<file path="config.mk">
export PLATFORM = sky130hd
export DESIGN_NAME = rgb_led_arbiter
export DESIGN_NICKNAME = d
export VERILOG_FILES = /design/src/rtl/rgb_led_pkg.sv /design/src/rtl/rgb_led_arbiter_rr_arbiter.sv /design/src/rtl/rgb_led_arbiter.sv
export SDC_FILE = /design/constraint.sdc
export NUM_CORES = 1
export LEC_CHECK = 0
export ABC_AREA = 1
export BUFFER_PORTS_ARGS = -buffer_cell sky130_fd_sc_hd__buf_4
export CORE_UTILIZATION = 35
export CTS_BUF_LIST = sky130_fd_sc_hd__clkbuf_8
export CTS_CLUSTER_SIZE = 14
export DETAILED_ROUTE_END_ITERATION = 7
export GPL_TIMING_DRIVEN = 1
export HOLD_SLACK_MARGIN = 0.15
export PLACE_DENSITY = 0.62
export SLEW_MARGIN = 20
export SYNTH_ARGS = -nofsm -noshare
export SYNTH_HDL_FRONTEND = slang
export SYNTH_SLANG_ARGS = --single-unit
export TNS_END_PERCENT = 5
</file>
<file path="constraint.sdc">
create_clock -name clk -period 3.7 [get_ports clk]
set_clock_uncertainty 0.1 [all_clocks]
set_input_delay 0.185 -clock clk [delete_from_list [all_inputs] [get_ports clk]]
set_output_delay 0.185 -clock clk [all_outputs]
set_load 0.01 [all_outputs]
</file>
<file path="src/rtl/rgb_led_pkg.sv">
// Shared types and colour constants for the RGB LED arbiter.
package rgb_led_pkg;

    typedef enum logic [1:0] {
        IDLE = 2'd0,
        SHOW = 2'd1,
        GAP  = 2'd2
    } state_t;

    localparam logic [2:0] RED     = 3'b100;
    localparam logic [2:0] YELLOW  = 3'b110;
    localparam logic [2:0] GREEN   = 3'b010;
    localparam logic [2:0] CYAN    = 3'b011;
    localparam logic [2:0] BLUE    = 3'b001;
    localparam logic [2:0] MAGENTA = 3'b101;
    localparam logic [2:0] OFF     = 3'b000;

    function automatic int unsigned max_u(input int unsigned a, input int unsigned b);
        return (a > b) ? a : b;
    endfunction

endpackage

</file>
<file path="src/rtl/rgb_led_arbiter_rr_arbiter.sv">
// Round-robin arbiter: search starts one past the last winner; pointer moves only on accept.
module rr_arbiter #(
    parameter int unsigned NUM_REQ = 3
) (
    input  logic                       clk,
    input  logic                       rst,
    input  logic                       enable,
    input  logic [NUM_REQ-1:0]         req_valid,
    output logic [NUM_REQ-1:0]         grant_c,
    output logic [$clog2(NUM_REQ)-1:0] grant_idx_c
);

    localparam int unsigned IW = $clog2(NUM_REQ);

    logic [IW-1:0] ptr;
    logic [IW-1:0] cand_c;
    logic          found_c;

    // First valid requester after ptr, wrapping modulo NUM_REQ; ptr itself is tried last.
    always_comb begin
        found_c     = 1'b0;
        grant_idx_c = '0;
        cand_c      = '0;
        grant_c     = '0;
        for (int k = 1; k <= int'(NUM_REQ); k++) begin
            cand_c = IW'((int'(ptr) + k) % int'(NUM_REQ));
            if (!found_c && req_valid[cand_c]) begin
                found_c     = 1'b1;
                grant_idx_c = cand_c;
            end
        end
        for (int i = 0; i < int'(NUM_REQ); i++) begin
            grant_c[i] = enable && found_c && (grant_idx_c == IW'(i));
        end
    end

    always_ff @(posedge clk or posedge rst) begin
        if (rst) begin
            ptr <= IW'(NUM_REQ - 1);
        end else if (enable && found_c) begin
            ptr <= grant_idx_c;
        end
    end

endmodule

</file>
<file path="src/rtl/rgb_led_arbiter.sv">
// Shares one active-low RGB LED between NUM_REQ requesters: grant, hold, optional dark gap.
// Optional PWM dimming during SHOW when RGB_ARB_PWM_EN is defined.
module rgb_led_arbiter
    import rgb_led_pkg::*;
#(
    parameter int unsigned NUM_REQ     = 3,
    parameter int unsigned HOLD_CYCLES = 12_000_000,
`ifdef RGB_ARB_PWM_EN
    parameter logic [7:0]  PWM_DUTY    = 8'd64,
`endif
    parameter int unsigned GAP_CYCLES  = 1_200_000
) (
    input  logic                       clk,
    input  logic                       rst,
    input  logic [NUM_REQ-1:0]         req_valid,
    input  logic [3*NUM_REQ-1:0]       req_color,
    output logic [NUM_REQ-1:0]         req_ready,
    output logic [$clog2(NUM_REQ)-1:0] grant_id,
    output logic                       busy,
    output logic                       RGB_R,
    output logic                       RGB_G,
    output logic                       RGB_B
);

    localparam int unsigned IW = $clog2(NUM_REQ);
    localparam int unsigned CW = $clog2(max_u(HOLD_CYCLES, GAP_CYCLES) + 1);
    localparam logic [CW-1:0] HOLD_LOAD = CW'(HOLD_CYCLES - 1);
    localparam logic [CW-1:0] GAP_LOAD  = CW'(GAP_CYCLES - 1);

    state_t        state, state_d;
    logic [CW-1:0] cnt, cnt_d;
    logic [2:0]    color, color_d;
    logic [IW-1:0] grant_id_d;
    logic [IW-1:0] win_idx_c;
    logic [2:0]    win_color_c;
    logic [2:0]    pins_d;
    logic          busy_d;
    logic          arb_en_c;
    logic          accept_c;
    logic          dim_on_c;

    // Reset also masks ready so nothing is accepted while rst is held.
    assign arb_en_c = (state == IDLE) && !rst;
    assign accept_c = |req_ready;

    rr_arbiter #(
        .NUM_REQ (NUM_REQ)
    ) u_arb (
        .clk         (clk),
        .rst         (rst),
        .enable      (arb_en_c),
        .req_valid   (req_valid),
        .grant_c     (req_ready),
        .grant_idx_c (win_idx_c)
    );

    always_comb begin
        win_color_c = OFF;
        for (int i = 0; i < int'(NUM_REQ); i++) begin
            if (win_idx_c == IW'(i)) begin
                win_color_c = req_color[3*i +: 3];
            end
        end
    end

`ifdef RGB_ARB_PWM_EN
    logic [7:0] pwm_cnt;
    logic [7:0] pwm_next_c;

    assign pwm_next_c = pwm_cnt + 8'd1;
    // Pins are registered, so compare against the value the counter holds next cycle.
    assign dim_on_c   = pwm_next_c < PWM_DUTY;

    always_ff @(posedge clk or posedge rst) begin
        if (rst) begin
            pwm_cnt <= 8'd0;
        end else begin
            pwm_cnt <= pwm_next_c;
        end
    end
`else
    assign dim_on_c = 1'b1;
`endif

    always_comb begin
        state_d    = state;
        cnt_d      = cnt;
        color_d    = color;
        grant_id_d = grant_id;
        case (state)
            IDLE: begin
                if (accept_c) begin
                    state_d    = SHOW;
                    cnt_d      = HOLD_LOAD;
                    color_d    = win_color_c;
                    grant_id_d = win_idx_c;
                end
            end
            SHOW: begin
                if (cnt == '0) begin
                    if (GAP_CYCLES > 0) begin
                        state_d = GAP;
                        cnt_d   = GAP_LOAD;
                    end else begin
                        state_d = IDLE;
                    end
                end else begin
                    cnt_d = cnt - CW'(1);
                end
            end
            GAP: begin
                if (cnt == '0) begin
                    state_d = IDLE;
                end else begin
                    cnt_d = cnt - CW'(1);
                end
            end
            default: state_d = IDLE;
        endcase
        busy_d = (state_d != IDLE);
        pins_d = ((state_d == SHOW) && dim_on_c) ? ~color_d : 3'b111;
    end

    always_ff @(posedge clk or posedge rst) begin
        if (rst) begin
            state                 <= IDLE;
            cnt                   <= '0;
            color                 <= OFF;
            grant_id              <= '0;
            busy                  <= 1'b0;
            {RGB_R, RGB_G, RGB_B} <= 3'b111;
        end else begin
            state                 <= state_d;
            cnt                   <= cnt_d;
            color                 <= color_d;
            grant_id              <= grant_id_d;
            busy                  <= busy_d;
            {RGB_R, RGB_G, RGB_B} <= pins_d;
        end
    end

endmodule

</file>
**Word level (Yosys, flattened, before mapping)**

Cells that the tools add are included.

- Divide/modulo/power cells: 3
- Reductions and logical operators: 18
- Muxes and demuxes: 26
- $add $sub $neg: 4
- Bitwise logic cells: 1
- Eq/ne operators: 7
- Order comparisons: 3

Operator list:

| operator | number |
|---|---|
| $mod A32 B3 Y32 const B | 3 |
| $mux W24 | 3 |
| $pmux W24 S3 | 1 |
| $logic_not A24 Y1 | 1 |
| $sub A24 B1 Y24 const B | 1 |
| $mux W3 | 6 |
| $mux W2 | 6 |
| $lt A2 B3 Y1 const B | 3 |
| $logic_and A1 B1 Y1 | 7 |
| $add A2 B2 Y3 const B | 2 |
| $bmux W1 S2 | 3 |
| $eq A2 B1 Y1 const B | 3 |
| $mux W1 | 6 |
| $pmux W2 S3 | 1 |
| $eq A2 B2 Y1 const B | 2 |
| $logic_not A2 Y1 | 2 |
| $ne A2 B2 Y1 const B | 2 |
| $add A2 B1 Y3 const B | 1 |
| $logic_not A1 Y1 | 3 |
| $not A3 Y3 | 1 |
| $reduce_and A3 Y1 | 1 |
| $reduce_bool A3 Y1 | 1 |
| $reduce_or A3 Y1 | 1 |
| $reduce_and A2 Y1 | 1 |
| $reduce_bool A2 Y1 | 1 |

- Bits in registers: 37
- Logic and storage cells: 71
- Input bits: 14
- Output and inout bits: 9

**Longest topological paths before layout**

Gate-level depths: netlist of the first run.

- Depth after elaboration: 19
- Gate-level depth with buffers: 15
- Gate-level depth less buffers: 15

**Cells and area by module**

A second synthesis of the first run with hierarchy kept.

- Cell total of the unflattened synthesis: 393
- Area total of the unflattened synthesis: 2671.3 um^2

By module, submodules not included:

| module | seq. area each (um^2) | area an instance (um^2) | instances | cells an instance |
|---|---|---|---|---|
| rgb_led_arbiter | 879.6 | 2316.0 | 1 | 330 |
| rr_arbiter | 51.3 | 355.3 | 1 | 63 |

**Least setup slack after synthesis of the first run**

OpenSTA, ideal clock, no wires.

- Path kind: register to register
- Start: register u_arb.ptr[1]
- End: register cnt[12]
- Data required time: 3.469 ns
- Period minus slack after synthesis: 2.026 ns
- Path slack: 1.674 ns
- Arrival: 1.795 ns
- Cell stages (with the launch flop): 13
- Path through: dfstp_2 > ha_1 > inv_2 > nand2_1 > nand3_1 > nand2_2 > nand3_2 > nand2_4 > nand2_4 > nand2_4 > buf_8 > nor2_4 > a22oi_2

- Word-level cells in the longest chain between the ends: 16
- Elaborated cells between the ends (all ways): 32
- Those cells by class: add/sub: 3; div: 3; eq/ne: 3; mux: 12; reduce/logical: 11

Ends and longest elaborated chain:

| what | RTL line | source |
|---|---|---|
| from (decl) | rgb_led_arbiter_rr_arbiter.sv:15 | `logic [IW-1:0] ptr;` |
| from (signal assigned) | rgb_led_arbiter_rr_arbiter.sv:39 | `ptr <= IW'(NUM_REQ - 1);` |
| from (signal assigned) | rgb_led_arbiter_rr_arbiter.sv:41 | `ptr <= grant_idx_c;` |
| $add A2 B1 Y3 | rgb_led_arbiter_rr_arbiter.sv:26 | `cand_c = IW'((int'(ptr) + k) % int'(NUM_REQ));` |
| $mod A32 B3 Y32 | rgb_led_arbiter_rr_arbiter.sv:26 |  |
| $bmux W1 S2 | rgb_led_arbiter_rr_arbiter.sv:27 | `if (!found_c && req_valid[cand_c]) begin` |
| $mux W1 (implied by the code) | rgb_led_arbiter_rr_arbiter.sv:27 |  |
| $mux W1 | rgb_led_arbiter_rr_arbiter.sv:27 |  |
| $logic_not A1 Y1 | rgb_led_arbiter_rr_arbiter.sv:27 |  |
| $logic_and A1 B1 Y1 | rgb_led_arbiter_rr_arbiter.sv:27 |  |
| $mux W1 | rgb_led_arbiter_rr_arbiter.sv:27 |  |
| $logic_not A1 Y1 | rgb_led_arbiter_rr_arbiter.sv:27 |  |
| $logic_and A1 B1 Y1 | rgb_led_arbiter_rr_arbiter.sv:27 |  |
| $mux W2 / $mux W1 (equally long branches) | rgb_led_arbiter_rr_arbiter.sv:27 |  |
| $eq A2 B1 Y1, or another cell as far along | rgb_led_arbiter_rr_arbiter.sv:33 | `grant_c[i] = enable && found_c && (grant_idx_c == IW'(i));` |
| $logic_and A1 B1 Y1 | rgb_led_arbiter_rr_arbiter.sv:33 |  |
| $reduce_or A3 Y1 (*) | rgb_led_arbiter.sv:44 | `assign accept_c = \|req_ready;` |
| $ne A2 B2 Y1 (no line) (*) | -- |  |
| $reduce_and A3 Y1 (no line) (*) | -- |  |
| to (signal assigned) | rgb_led_arbiter.sv:134 | `cnt <= cnt_d;` |
| to (decl) | rgb_led_arbiter.sv:31 | `logic [CW-1:0] cnt, cnt_d;` |

Mark *: on every way between the ends. The rest lies on a longest branch, timed or not. The select of a mux whose other input is x is not followed.
A chain may end at the register's enable or synchronous reset.

**Final worst setup path of the first run**

- Start: register u_arb.ptr[1]
- End: register color[1]

- Word-level cells in the longest chain between the ends: 17
- Elaborated cells between the ends (all ways): 35
- Those cells by class: add/sub: 3; div: 3; eq/ne: 2; mux: 17; reduce/logical: 10

Ends and longest elaborated chain:

| what | RTL line | source |
|---|---|---|
| $add A2 B1 Y3 | rgb_led_arbiter_rr_arbiter.sv:26 |  |
| $mod A32 B3 Y32 | rgb_led_arbiter_rr_arbiter.sv:26 |  |
| $bmux W1 S2 | rgb_led_arbiter_rr_arbiter.sv:27 |  |
| $mux W1 (implied by the code) | rgb_led_arbiter_rr_arbiter.sv:27 |  |
| $mux W1 | rgb_led_arbiter_rr_arbiter.sv:27 |  |
| $logic_not A1 Y1 | rgb_led_arbiter_rr_arbiter.sv:27 |  |
| $logic_and A1 B1 Y1 | rgb_led_arbiter_rr_arbiter.sv:27 |  |
| $mux W1 | rgb_led_arbiter_rr_arbiter.sv:27 |  |
| $logic_not A1 Y1 | rgb_led_arbiter_rr_arbiter.sv:27 |  |
| $logic_and A1 B1 Y1 | rgb_led_arbiter_rr_arbiter.sv:27 |  |
| $mux W2 | rgb_led_arbiter_rr_arbiter.sv:27 |  |
| $logic_not A2 Y1 | rgb_led_arbiter_rr_arbiter.sv:33, rgb_led_arbiter.sv:60 |  |
| $mux W3 (3 in a row) | rgb_led_arbiter.sv:60 | `if (win_idx_c == IW'(i)) begin` |
| $mux W3 (*) | rgb_led_arbiter.sv:92 | `if (accept_c) begin` |
| $mux W3 (*) | rgb_led_arbiter.sv:90 | `case (state)` |
| via color_d[1] | rgb_led_arbiter.sv:32 | `logic [2:0] color, color_d;` |
| to (signal assigned) | rgb_led_arbiter.sv:135 | `color <= color_d;` |
| to (decl) | rgb_led_arbiter.sv:32 |  |

Mark *: on every way through the listed nets, which the timed path passes. The rest lies on a longest branch. The select of a mux whose other input is x is not followed.

==> metrics.log, run 1 <==
[metrics] total number of H-tree levels: 2
[metrics] yosys synthesis warning count: 0
[metrics] Avg Inst Size Synth: about 7.0 sq um
[metrics] worst min path class: in -> reg
[metrics] remaining global-route overflow: 0
[metrics] antenna violations before repair: 0
[metrics] Max rail drop VDD: between 0.0001 and 0.00015 V
[metrics] top cells by instance count after synthesis: sky130_fd_sc_hd__nand2_1, sky130_fd_sc_hd__nor2_1, sky130_fd_sc_hd__inv_1
[metrics] ports placed on the boundary: 23
[metrics] area occupied by multi-input gates: 1500 sq um
[metrics] nets in the synthesized netlist: 404
[metrics] power density relative to cell area: 263 nW/um^2
[metrics] Synth cell types: 36
[metrics] worst r2r dst: color[1]
[metrics] Crit. End Element: register
[metrics] starting density of the core: between 30% and 40%
[metrics] Longest Clk Path Bufs: 2
[metrics] RSZ-0062 raised after global routing: false
[metrics] status: completed
[metrics] wire length of the first global-routing pass: approximately 11,000 um
[metrics] post-synthesis instance area: 2660 sq um
[metrics] via count of the first global-routing pass: roughly 2,400
[metrics] Synth area leaders: sky130_fd_sc_hd__dfrtp_1, sky130_fd_sc_hd__nand2_1, sky130_fd_sc_hd__nor2_1
[metrics] Post-DRT Antenna Nets: 0
[metrics] total number of placement rows: 31
[metrics] pre-CTS WS: around 1.3 ns
[metrics] routability cong.: between 0.8 and 0.9
[metrics] cell count after synthesis: 381
[metrics] accumulated negative setup slack: 0 ns
[metrics] share of Yosys cell area claimed by the top area cell type: 31.0%
[metrics] Async SR Flop Fraction: between 90% and 100%
[metrics] max_slew headroom: between 40% and 50%
[metrics] mean routed wirelength per cell: around 13 um
[metrics] antenna cells: 0
[metrics] floorplan die height: just under 90 um
[metrics] EDFF count, synth: 0
[metrics] Reg2Reg Setup Slack: 0.95 ns
[metrics] HPWL after DPL: ~5000 um
[metrics] drt first pass iters: 4
[metrics] Synth area leader: sky130_fd_sc_hd__dfrtp_1
[metrics] count of routing violations after the opening detailed-route iteration: between 100 and 150
[metrics] endpoint arrival time on the critical path: ~2.9 ns
[metrics] Core Footprint: approximately 7300 sq um
[metrics] CTS tree: done
[metrics] number of max-slew violations in the final report: 0
[metrics] hold path startpoint: req_color[0]
[metrics] Max-cap violations: 0
[metrics] crit-path max FO: 9
[metrics] sinks on the clock net: 37
[metrics] clk_lat worst skew: roughly 0.30 ns
[metrics] overall via count from detail_route: about 2,500
[metrics] most instantiated library cell after synthesis: sky130_fd_sc_hd__nand2_1
[metrics] Final Setup Violations: 0
[metrics] total wire length after detailed routing: 6580 um
[metrics] launch point of the worst reg-to-reg path: u_arb.ptr[1]
[metrics] data required time at the worst endpoint: ~3.8 ns
[metrics] area occupied by registers: 931 sq um
[metrics] root buffer cell: sky130_fd_sc_hd__clkbuf_8
[metrics] post-detailed-route via-to-cell ratio: slightly below 5
[metrics] min Tclk post-route: between 2 and 3 ns
[metrics] Seq/Total Area, Yosys: between 30% and 40%
[metrics] final-stage net count: 439
[metrics] final worst slack: between 0.9 and 1 ns
[metrics] capture endpoint of the worst hold path: color[0]
[metrics] number of instances on the worst hold path: 5
[metrics] CTS clock-pin slew for the worst setup and hold paths: approximately 0.07 ns
[metrics] largest net degree at the start of global routing: 22
[metrics] startpoint types: register
[metrics] number of hold-slack violations in the final timing report: 0
[metrics] Top FF cell, synth: sky130_fd_sc_hd__dfrtp_1
[metrics] Setup CP Type: reg -> reg
[metrics] final instance area: 3110 sq um
[metrics] leakage power: between 1.5 and 2 nW
[metrics] worst reg-to-reg path cell count: 14
[metrics] horizontal extent of the die: 89.2 um
[metrics] count of state elements after synthesis: 37
[metrics] ratio of final minimum period to clock period: approximately three quarters
[metrics] clock buffers created by TritonCTS: 5
[metrics] DRC errors left: 0
[metrics] Overall Global Routing Usage: approximately 18%
[metrics] highest attainable clock frequency: approximately 360 MHz
[metrics] port buffer count: 22
[metrics] post-place instance area: 2930 sq um
[metrics] fraction of final layout cells sized beyond drive strength 1: around 15%
[metrics] Die ar.: around 8000 sq um
[metrics] transition time at the pin with the least slew margin: roughly 0.81 ns
[metrics] signed area change from the synthesized netlist to the final layout: 16.8%
[metrics] number of fill cells in the layout: 765
[worst max-delay path, stage by stage (launching register included)]
cell                            delay [ns]
sky130_fd_sc_hd__dfstp_2              0.54
sky130_fd_sc_hd__ha_1                 0.27
sky130_fd_sc_hd__inv_2                0.12
sky130_fd_sc_hd__nand2_1              0.08
sky130_fd_sc_hd__nand3_1              0.10
sky130_fd_sc_hd__nand2_2              0.11
sky130_fd_sc_hd__nand3_2              0.12
sky130_fd_sc_hd__nand2_4              0.09
sky130_fd_sc_hd__inv_1                0.18
sky130_fd_sc_hd__nand2_1              0.12
sky130_fd_sc_hd__nand2_1              0.07
sky130_fd_sc_hd__nand3_1              0.07
sky130_fd_sc_hd__dlygate4sd3_1        0.58
sky130_fd_sc_hd__nand2_1              0.07
sky130_fd_sc_hd__inv_1                0.04
[worst max-delay path by stage]
stage                             from        to  slack, ns  cells after the start
final                     u_arb.ptr[1]  color[1]       0.95                     14
after detailed placement  u_arb.ptr[1]   cnt[19]       1.31                     12
after global placement    u_arb.ptr[1]   cnt[19]       1.39                     12
after global routing      u_arb.ptr[0]  color[1]       0.68                     15
after CTS                 u_arb.ptr[1]  color[1]       0.93                     14
after floorplan           u_arb.ptr[1]   cnt[12]       1.67                     12
[per-layer routing]
layer / global-route usage, % / up-vias / wire (um)
li1: - / 1285 / -
met1: 23.4 / 1162 / 3060
met2: 29.9 / 57 / 3130
met3: 3.42 / 8 / 302
met4: 5.19 / 0 / 85
met5: 0 / - / 0
[repair_timing]
item | 4_1_cts | 5_1_grt
hold endpoints to repair | 23 | 0
setup buffers | 0 | 0
resized for setup | 0 | 0
hold buffers | 8 | 0
[layout by cell type (no fill, tap or decap), types with 2 or more instances in the layout]
cell type	count
sky130_fd_sc_hd__nor2_4	2
sky130_fd_sc_hd__ha_1	9
sky130_fd_sc_hd__dfrtp_1	33
sky130_fd_sc_hd__or2_1	3
sky130_fd_sc_hd__inv_1	49
sky130_fd_sc_hd__nand4_1	9
sky130_fd_sc_hd__xor2_1	9
sky130_fd_sc_hd__nor2_1	58
sky130_fd_sc_hd__o21ai_2	7
sky130_fd_sc_hd__nand2_4	3
sky130_fd_sc_hd__dfstp_2	4
sky130_fd_sc_hd__dlygate4sd3_1	8
sky130_fd_sc_hd__a21oi_1	7
sky130_fd_sc_hd__clkbuf_8	7
sky130_fd_sc_hd__o21ai_1	4
sky130_fd_sc_hd__buf_4	24
sky130_fd_sc_hd__a22oi_2	4
sky130_fd_sc_hd__inv_2	2
sky130_fd_sc_hd__nand3_1	38
sky130_fd_sc_hd__nand2_1	100
sky130_fd_sc_hd__o21ai_0	21
sky130_fd_sc_hd__nand3_2	2
[metrics by stage]
stage | power [mW] | utilization, % | std cells | hold slack, ns
2_1_floorplan | 0.472 | - | 381 | 0.262
3_3_place_gp | 0.497 | 40.2 | 500 | 0.283
3_5_place_dp | 0.500 | 40.2 | 500 | 0.302
4_1_cts | 0.826 | 42.7 | 516 | 0.164
5_1_grt | 0.853 | 42.7 | 516 | 0.209
6_report | 0.818 | 42.7 | 516 | 0.174
[cell families (layout without fill, tap and decap cells)]
group,count (synthesis),count (layout),share of synthesized area (%)
AOI/OAI and AO/OA,49,49,12.4
xor gates and xnor gates,10,10,3.29
adders and majority gates,9,9,4.23
buffers and inverters,56,92,8.83
DFF,37,37,35.0
and+or+nand+nor,220,220,36.3
[power breakdown]
part           internal (mW)  switching (mW)  leakage (nW)
sequential             0.409         0.00196         0.406
clock                  0.168           0.154        0.0542
combinational         0.0331          0.0518          1.13
total                  0.611           0.208          1.59
[area by class of cell]
| class | instances | area share, % |
|---|---|---|
| repair buffers | 32 | 8.37 |
| multi-input cells | 288 | 48.1 |
| inverters | 52 | 6.36 |
| flip-flops and latches | 37 | 29.9 |
| well taps | 99 | 3.98 |
| clock buffers | 7 | 3.10 |
| clock inverters | 1 | 0.161 |
[state kept, by name (all words and copies together), names as in the netlist]
register   count
RGB_G          1
color          3
u_arb.ptr      2
RGB_R          1
state          2
cnt           24
RGB_B          1
busy           1
grant_id       2
(Power assumes the default switching activity.)
==> inputs of run 2 (changes only) <==
- ABC_AREA: 1 -> 0
- PLACE_DENSITY: 0.62 -> 0.64
- clock period: 3.7 -> 2.47 ns (I/O delays scaled with it)
==> run 2 against run 1 <==
  * The run now ends with setup timing left
  * Register-to-register slack worse by 0.96 ns
  * Sequential power rose to 2.6 times the previous value
  * Sequential share of layout area down 2.3 points
  * Critical path depth down 7
  * Utilization up 6.1 points
  * Fmax up 11%
  * Count of clock-buffer cells in the layout down 2
  * Synthesized cell count down 19%
  * Final area up 8.2%
  * Global-route usage up 0.96 points
  * Area after synthesis down 4.1%
  * Critical path type unchanged
  * Largest power group is now combinational logic
==> metrics.log, run 2 <==
[metrics] yosys synthesis warning count: 0 (unchanged)
[metrics] mean routed wirelength per cell: 14.3 um (+12%)
[metrics] buffers inserted during post-CTS setup optimization: 0 (unchanged)
[metrics] HPWL after DPL: 4900 um (-1.6%)
[metrics] antenna violations before repair: 0 (unchanged)
[metrics] Final Setup Violations: 1 (+1)
[metrics] floorplan die height: 87.4 um (-2.0%)
[metrics] top flop regs: cnt: 24 flops, color: 3 flops
[metrics] remaining global-route overflow: 0 (unchanged)
[metrics] post-synthesis instance area: 2550 sq um (-4.1%)
[metrics] number of max-slew violations in the final report: 0 (unchanged)
[metrics] total number of placement rows: 30 (-3.2%)
[metrics] overall via count from detail_route: 2,545 (+1.3%)
[metrics] Top FF cell, synth: sky130_fd_sc_hd__dfrtp_1
[metrics] chain of cells forming the critical path: ha_4, mux2i_1, or2_4, a41o_1, o31ai_2, nor3b_4, or3b_1
[metrics] clk_lat worst skew: 0.29 ns (about the same)
[metrics] xor/xnor cell area share of the yosys netlist: 0% (-3.3 points)
[metrics] via count of the first global-routing pass: 2,390 (+1.4%)
[metrics] EDFF count, synth: 0 (unchanged)
[metrics] CP delay by family, top: simple AND/OR/NAND/NOR gates
[metrics] post-detailed-route via-to-cell ratio: 5.46 (+12%)
[metrics] crit-path max FO: 5 (-4)
[metrics] Overall Global Routing Usage: 18.8% (+0.96 points)
[metrics] Max rail drop VDD: 0.000432 V (+240%)
[metrics] max_slew headroom: 64.0% (+18 points)
[metrics] clock share of power: 12.8% (-27 points)
[metrics] leakage power: 1.48 nW (-7.3%)
[metrics] Power Internal: 2.42 mW (+300%)
[metrics] share of Yosys cell area claimed by the top area cell type: 32.4% (+1.3 points)
[metrics] antenna cells: 0 (unchanged)
[metrics] final worst slack: -0.00781 ns (-0.959 ns)
[metrics] ratio of final minimum period to clock period: 100% (+26 points)
[metrics] transition time at the pin with the least slew margin: 0.534 ns (-0.278 ns)
[metrics] count of routing violations after the opening detailed-route iteration: 145 (-2.7%)
[metrics] Seq/Total Area, Yosys: 36.5% (+1.5 points)
[metrics] Crit. End Element: register
[metrics] clock buffers created by TritonCTS: 5 (unchanged)
[metrics] portion of total power attributed to combinational logic: 62.0% (+52 points)
[metrics] signed area change from the synthesized netlist to the final layout: 31.9%
[metrics] Die ar.: 7640 sq um (-4.0%)
[metrics] root buffer cell: sky130_fd_sc_hd__clkbuf_8
[metrics] net switching component of the power: 1.81 mW (+770%)
[metrics] fraction of synthesized area in multiplexers: 1.18% (+1.2 points)
[metrics] total wire length after detailed routing: 6650 um (+1.1%)
[metrics] Async SR Flop Fraction: 100% (unchanged)
[metrics] post-route core utilization: 48.8% (+6.1 points)
[metrics] top cells by instance count after synthesis: sky130_fd_sc_hd__o21ai_0, sky130_fd_sc_hd__nor2_1, sky130_fd_sc_hd__dfrtp_1
[metrics] Setup CP Type: reg -> reg
[metrics] Core Footprint: 6910 sq um (-5.3%)
[metrics] horizontal extent of the die: 87.4 um (-2.0%)
[metrics] Synth area leader: sky130_fd_sc_hd__dfrtp_1
[metrics] most frequent cells in the layout: sky130_fd_sc_hd__buf_4, sky130_fd_sc_hd__nor2_1, sky130_fd_sc_hd__o21ai_0, sky130_fd_sc_hd__dfrtp_1, sky130_fd_sc_hd__a21oi_1
[metrics] largest family of logic cells by synthesized area: compound AO/OA/AOI/OAI gates
[metrics] met3 usage: 2.84% (-0.57 points)
[metrics] port buffer count: 22 (unchanged)
[metrics] largest net degree at the start of global routing: 38 (+73%)
[metrics] DRC errors left: 0 (unchanged)
[metrics] worst min path class: in -> reg
[metrics] Synth area leaders: sky130_fd_sc_hd__dfrtp_1, sky130_fd_sc_hd__o21ai_0, sky130_fd_sc_hd__a21oi_1
[metrics] max reg flops: 24 (unchanged)
[metrics] failing checks: setup timing
[metrics] CTS clock-pin slew for the worst setup and hold paths: 0.08 ns (about the same)
[metrics] wire length of the first global-routing pass: 11,300 um (+3.9%)
[metrics] status: complete, but fails checks
[metrics] startpoint types: register
[metrics] endpoint arrival time on the critical path: 2.59 ns (-0.26 ns)
[metrics] most common library cell in the layout ignoring fill and taps: sky130_fd_sc_hd__buf_4
[metrics] global routing met1 resource utilization: 25.3% (+1.9 points)
[metrics] Max-cap violations: 0 (unchanged)
[metrics] data required time at the worst endpoint: 2.59 ns (-1.21 ns)
[metrics] sinks on the clock net: 37 (unchanged)
[metrics] GR Layer Usage met2: 31.5% (+1.6 points)
[metrics] min Tclk post-route: 2.48 ns (-0.271 ns)
[metrics] CTS tree: done
[metrics] switching share of power: 42.9% (+17 points)
[metrics] drt first pass iters: 4 (unchanged)
[metrics] most instantiated library cell after synthesis: sky130_fd_sc_hd__o21ai_0
[metrics] simple-gate share of the synthesized area: 22.5% (-14 points)
[metrics] routability cong.: 0.900 (+0.42%)
[metrics] Post-DRT Antenna Nets: 0 (unchanged)
[metrics] relative contribution of sequential cells to total power: 25.2% (-25 points)
[metrics] share of synthesized cell area in full adder, half adder and majority cells: 4.41% (+0.18 points)
[metrics] Avg Inst Size Synth: 8.31 sq um (+19%)
[metrics] Longest Clk Path Bufs: 2 (unchanged)
[metrics] slowest cell on the critical path: sky130_fd_sc_hd__dfstp_2
[metrics] count of state elements after synthesis: 37 (unchanged)
[metrics] Synth Area in Compound Gates: 30.5% (+18 points)
[metrics] ports placed on the boundary: 23 (unchanged)
[metrics] number of buffers and inverters on the critical path: 0 (-4)
[metrics] RSZ-0062 raised after global routing: true
[metrics] cell count after synthesis: 307 (-19%)
[metrics] highest attainable clock frequency: 404 MHz (+11%)
[metrics] register with the most flip-flops: cnt
[metrics] Synth cell types: 56 (+56%)
[metrics] PnR Total Power: 4.23 mW (+420%)
[metrics] max incr delay on CP: 0.57 ns (about the same)
[metrics] total number of H-tree levels: 2 (unchanged)
[metrics] power density relative to cell area: 1260 nW/um^2 (+380%)
[metrics] number of hold-slack violations in the final timing report: 0 (unchanged)
[metrics] final-stage net count: 392 (-11%)
[metrics] starting density of the core: 37.0% (+0.44 points)
[metrics] GRT busiest layer: met2
[metrics] fraction of final layout cells sized beyond drive strength 1: 27.3% (+12 points)
[metrics] number of fill cells in the layout: 666 (-13%)
[metrics] nets in the synthesized netlist: 330 (-18%)
==> run 2: final timing paths <==
path                       depth (start not counted)  slack, ns      endpoint          from
min                                                3       0.22   grant_id[1]  req_valid[2]
max in group asynchronous                          4       1.47  u_arb.ptr[1]           rst
min in group asynchronous                          4       0.45   grant_id[1]           rst
max reg2reg                                        7     -0.008         RGB_B  u_arb.ptr[1]
min reg2reg                                        1       0.36         RGB_R      color[2]
max                                                7     -0.008         RGB_B  u_arb.ptr[1]
==> run 2: power groups by stage <==
stage          clock [mW]  sequential, mW  combinational (mW)
2_1_floorplan           0            1.07                1.52
3_3_place_gp            0            1.06                2.41
3_5_place_dp            0            1.06                2.46
4_1_cts             0.559            1.06                2.53
5_1_grt             0.581            1.10                2.92
6_report            0.541            1.06                2.62
==> run 2: layer usage <==
metal | wire length (um) | share of wire, %
met2 | 3170 | 48
met1 | 3140 | 47
met3 | 275 | 4.1
met4 | 63 | 0.95
met5 | 0 | 0
==> run 2: tightest hold or removal path, cell delays in order <==
cell	delay, ns
sky130_fd_sc_hd__buf_4	0.15
sky130_fd_sc_hd__o21ai_1	0.19
sky130_fd_sc_hd__a22oi_1	0.10
==> run 2: metrics by stage <==
step / TNS, ns / cells / worst slack [ns] / instance area (sq um) / hold slack (ns)
2_1_floorplan: -0.0578 / 307 / -0.0289 / 2560 / 0.200
3_3_place_gp: 0 / 451 / 0.0182 / 3100 / 0.210
3_5_place_dp: -0.184 / 451 / -0.0537 / 3100 / 0.215
4_1_cts: -0.00363 / 466 / -0.00285 / 3310 / 0.198
5_1_grt: -0.575 / 466 / -0.117 / 3370 / 0.229
6_report: -0.00781 / 466 / -0.00781 / 3370 / 0.218
==> run 2: cells by family (layout without fill, tap and decap cells) <==
logic type                 after synthesis  count (layout)
AOI/OAI and AO/OA                      120             120
adders and majority gates                9               9
buffers and inverters                   32              95
DFF                                     37              37
muxes                                    3               3
and+or+nand+nor                        106             106
==> run 2: area by class of cell <==
type	count	area [sq um]	area share, %
repair buffers	70	559	16.6
multi-input cells	238	1580	46.9
well taps	96	120	3.57
inverters	17	63.8	1.90
clock inverters	3	46.3	1.37
clock buffers	5	68.8	2.04
flip-flops and latches	37	931	27.6
==> run 2: timing repair <==
action,4_1_cts,5_1_grt
resized for setup,4,16
pin swaps,3,0
hold endpoints to repair,37,0
setup endpoints to repair,10,27
hold buffers,7,0
==> inputs of run 3 (changes only) <==
- CORE_UTILIZATION: 35 -> 56
- PLACE_DENSITY: 0.64 -> 0.89
==> run 3 against run 2 <==
  * The flow still finishes with violations (setup timing)
  * Worst setup slack lost 0.059 ns
  * Non-clock buffer count shrank 6
  * Count of clock-buffer cells in the layout grew 1
  * Final area shrank 2.4%
  * Wire length grew 11%
==> metrics.log, run 3 (same netlist as run 2, synthesis figures left out) <==
[metrics] CTS clock-pin slew for the worst setup and hold paths: 0.08 ns (about the same)
[metrics] Core Footprint: 4350 sq um (-37%)
[metrics] floorplan die height: 69.5 um (-20%)
[metrics] via count of the first global-routing pass: 2,522 (+5.5%)
[metrics] most common library cell in the layout ignoring fill and taps: sky130_fd_sc_hd__buf_4
[metrics] endpoint arrival time on the critical path: 2.66 ns (+0.07 ns)
[metrics] final worst slack: -0.0671 ns (-0.0593 ns)
[metrics] transition time at the pin with the least slew margin: 0.531 ns (-0.00227 ns)
[metrics] ports placed on the boundary: 23 (unchanged)
[metrics] slowest cell on the critical path: sky130_fd_sc_hd__dfstp_2
[metrics] sinks on the clock net: 37 (unchanged)
[metrics] routability cong.: 0.928 (+3.1%)
[metrics] wire length of the first global-routing pass: 11,800 um (+4.8%)
[metrics] clock buffers created by TritonCTS: 5 (unchanged)
[metrics] power density relative to cell area: 1290 nW/um^2 (+2.9%)
[metrics] count of placed standard cells including taps: 401 (-11%)
[metrics] CTS tree: done
[metrics] status: complete, but fails checks
[metrics] Final Setup Violations: 2 (+1)
[metrics] antenna violations before repair: 0 (unchanged)
[metrics] max_slew headroom: 64.2% (+0.15 points)
[metrics] crit-path max FO: 5 (unchanged)
[metrics] number of max-slew violations in the final report: 0 (unchanged)
[metrics] highest attainable clock frequency: 394 MHz (-2.3%)
[metrics] chain of cells forming the critical path: ha_4, buf_4, inv_1, nor2_1, a221o_1, o31ai_1, a211oi_1, or3b_1
[metrics] clk_lat worst skew: 0.30 ns (about the same)
[metrics] startpoint types: register
[metrics] Overall Global Routing Usage: 30.8% (+12 points)
[metrics] Max-cap violations: 0 (unchanged)
[metrics] min Tclk post-route: 2.54 ns (+0.0593 ns)
[metrics] final standard cell count with taps included and fillers excluded: 416 (-11%)
[metrics] total wire length after detailed routing: 7410 um (+11%)
[metrics] register with the most flip-flops: cnt
[metrics] drt first pass iters: 5 (+1)
[metrics] max reg flops: 24 (unchanged)
[metrics] Setup CP Type: reg -> reg
[metrics] DRC errors left: 0 (unchanged)
[metrics] post-place instance area: 3000 sq um (-3.2%)
[metrics] failing checks: setup timing
[metrics] fraction of final layout cells sized beyond drive strength 1: 26.9% (-0.37 points)
[metrics] Die ar.: 4830 sq um (-37%)
[metrics] total number of H-tree levels: 2 (unchanged)
[metrics] HPWL after DPL: 5020 um (+2.6%)
[metrics] signed area change from the synthesized netlist to the final layout: 28.7%
[metrics] Post-DRT Antenna Nets: 0 (unchanged)
[metrics] root buffer cell: sky130_fd_sc_hd__clkbuf_8
[metrics] ratio of final minimum period to clock period: 103% (+2.4 points)
[metrics] antenna cells: 0 (unchanged)
[metrics] total number of placement rows: 24 (-20%)
[metrics] top flop regs: cnt: 24 flops, color: 3 flops
[metrics] overall via count from detail_route: 2,725 (+7.1%)
[metrics] starting density of the core: 58.6% (+22 points)
[metrics] count of routing violations after the opening detailed-route iteration: 349 (+140%)
[metrics] worst min path class: in -> reg
[metrics] max incr delay on CP: 0.57 ns (about the same)
[metrics] Longest Clk Path Bufs: 2 (unchanged)
[metrics] buffers inserted during post-CTS setup optimization: 0 (unchanged)
[metrics] post-detailed-route via-to-cell ratio: 6.55 (+20%)
[metrics] most frequent cells in the layout: sky130_fd_sc_hd__buf_4, sky130_fd_sc_hd__o21ai_0, sky130_fd_sc_hd__nor2_1
[metrics] number of hold-slack violations in the final timing report: 0 (unchanged)
[metrics] final instance area: 3290 sq um (-2.4%)
[metrics] largest net degree at the start of global routing: 38 (unchanged)
[metrics] RSZ-0062 raised after global routing: true
[metrics] pre-CTS WS: -0.0706 ns (-0.0168 ns)
[metrics] horizontal extent of the die: 69.5 um (-20%)
[metrics] Max rail drop VDD: 0.000684 V (+58%)
[metrics] Crit. End Element: register
[metrics] mean routed wirelength per cell: 17.8 um (+25%)
[metrics] final-stage net count: 386 (-1.5%)
[metrics] data required time at the worst endpoint: 2.59 ns (about the same)
[metrics] port buffer count: 22 (unchanged)
[metrics] accumulated negative setup slack: -0.105 ns (-0.0968 ns)
[metrics] remaining global-route overflow: 0 (unchanged)
[metrics] leakage power: 1.45 nW (-1.8%)
-- run 3: cell types whose count changed in the layout (fill, tap and decap cells not counted), sizes merged --
cell / change
clkbuf: +1
bufinv: -1
clkinv: +1
buf: -6
clkinvlp: -1
-- run 3: final cells by class --
type	instances	area (sq um)
multi-input combinational	238	1620
fill	284	1070
sequential	37	931
timing repair buffer	64	510
clock buffer	6	82.6
tap	52	65.1
inverter	17	63.8
clock inverter	2	13.8
-- run 3: final timing paths --
path | slack [ns] | from | endpoint | depth (start not counted)
min | 0.22 | req_valid[2] | grant_id[1] | 3
max reg2reg | -0.07 | u_arb.ptr[1] | RGB_B | 8
max | -0.07 | u_arb.ptr[1] | RGB_B | 8
max in group asynchronous | 1.46 | rst | u_arb.ptr[1] | 4
min in group asynchronous | 0.45 | rst | color[1] | 4
min reg2reg | 0.35 | color[2] | RGB_R | 1
-- run 3: metal layers --
metal	part of all wire [%]	vias to the layer above	GRT usage (%)
met4	3.9	0	10.2
met1	41	1261	40.0
met2	47	166	51.5
met5	0	-	0
li1	-	1249	-
met3	7.8	49	5.81
-- run 3: power breakdown --
part / total [mW] / switching (mW) / internal [mW] / leakage (nW)
logic: 2.69 / 1.48 / 1.22 / 0.964
clock network: 0.463 / 0.237 / 0.226 / 0.0512
registers: 1.09 / 0.210 / 0.881 / 0.434
-- run 3: timing repair --
item	CTS	global route
endpoints found under the hold margin	37	0
pin swaps	3	2
setup endpoints to repair	12	18
resized for setup	8	15
hold buffers	7	0
-- run 3: worst max-delay path: cells and delay by family, from the launching register on --
| kind | cells | cell delay [ns] |
|---|---|---|
| AOI/OAI and AO/OA | 3 | 0.85 |
| DFF | 1 | 0.57 |
| and+or+nand+nor | 2 | 0.47 |
| buffers and inverters | 2 | 0.25 |
| adders and majority gates | 1 | 0.22 |
-- run 3: through the flow --
step / total power [mW] / utilization (%) / hold WS (ns)
3_5_place_dp: 3.48 / 68.9 / 0.218
5_1_grt: 4.52 / 75.5 / 0.220
6_report: 4.25 / 75.5 / 0.220
2_1_floorplan: 2.59 / - / 0.200
4_1_cts: 4.05 / 73.9 / 0.188
3_3_place_gp: 3.37 / 68.9 / 0.211
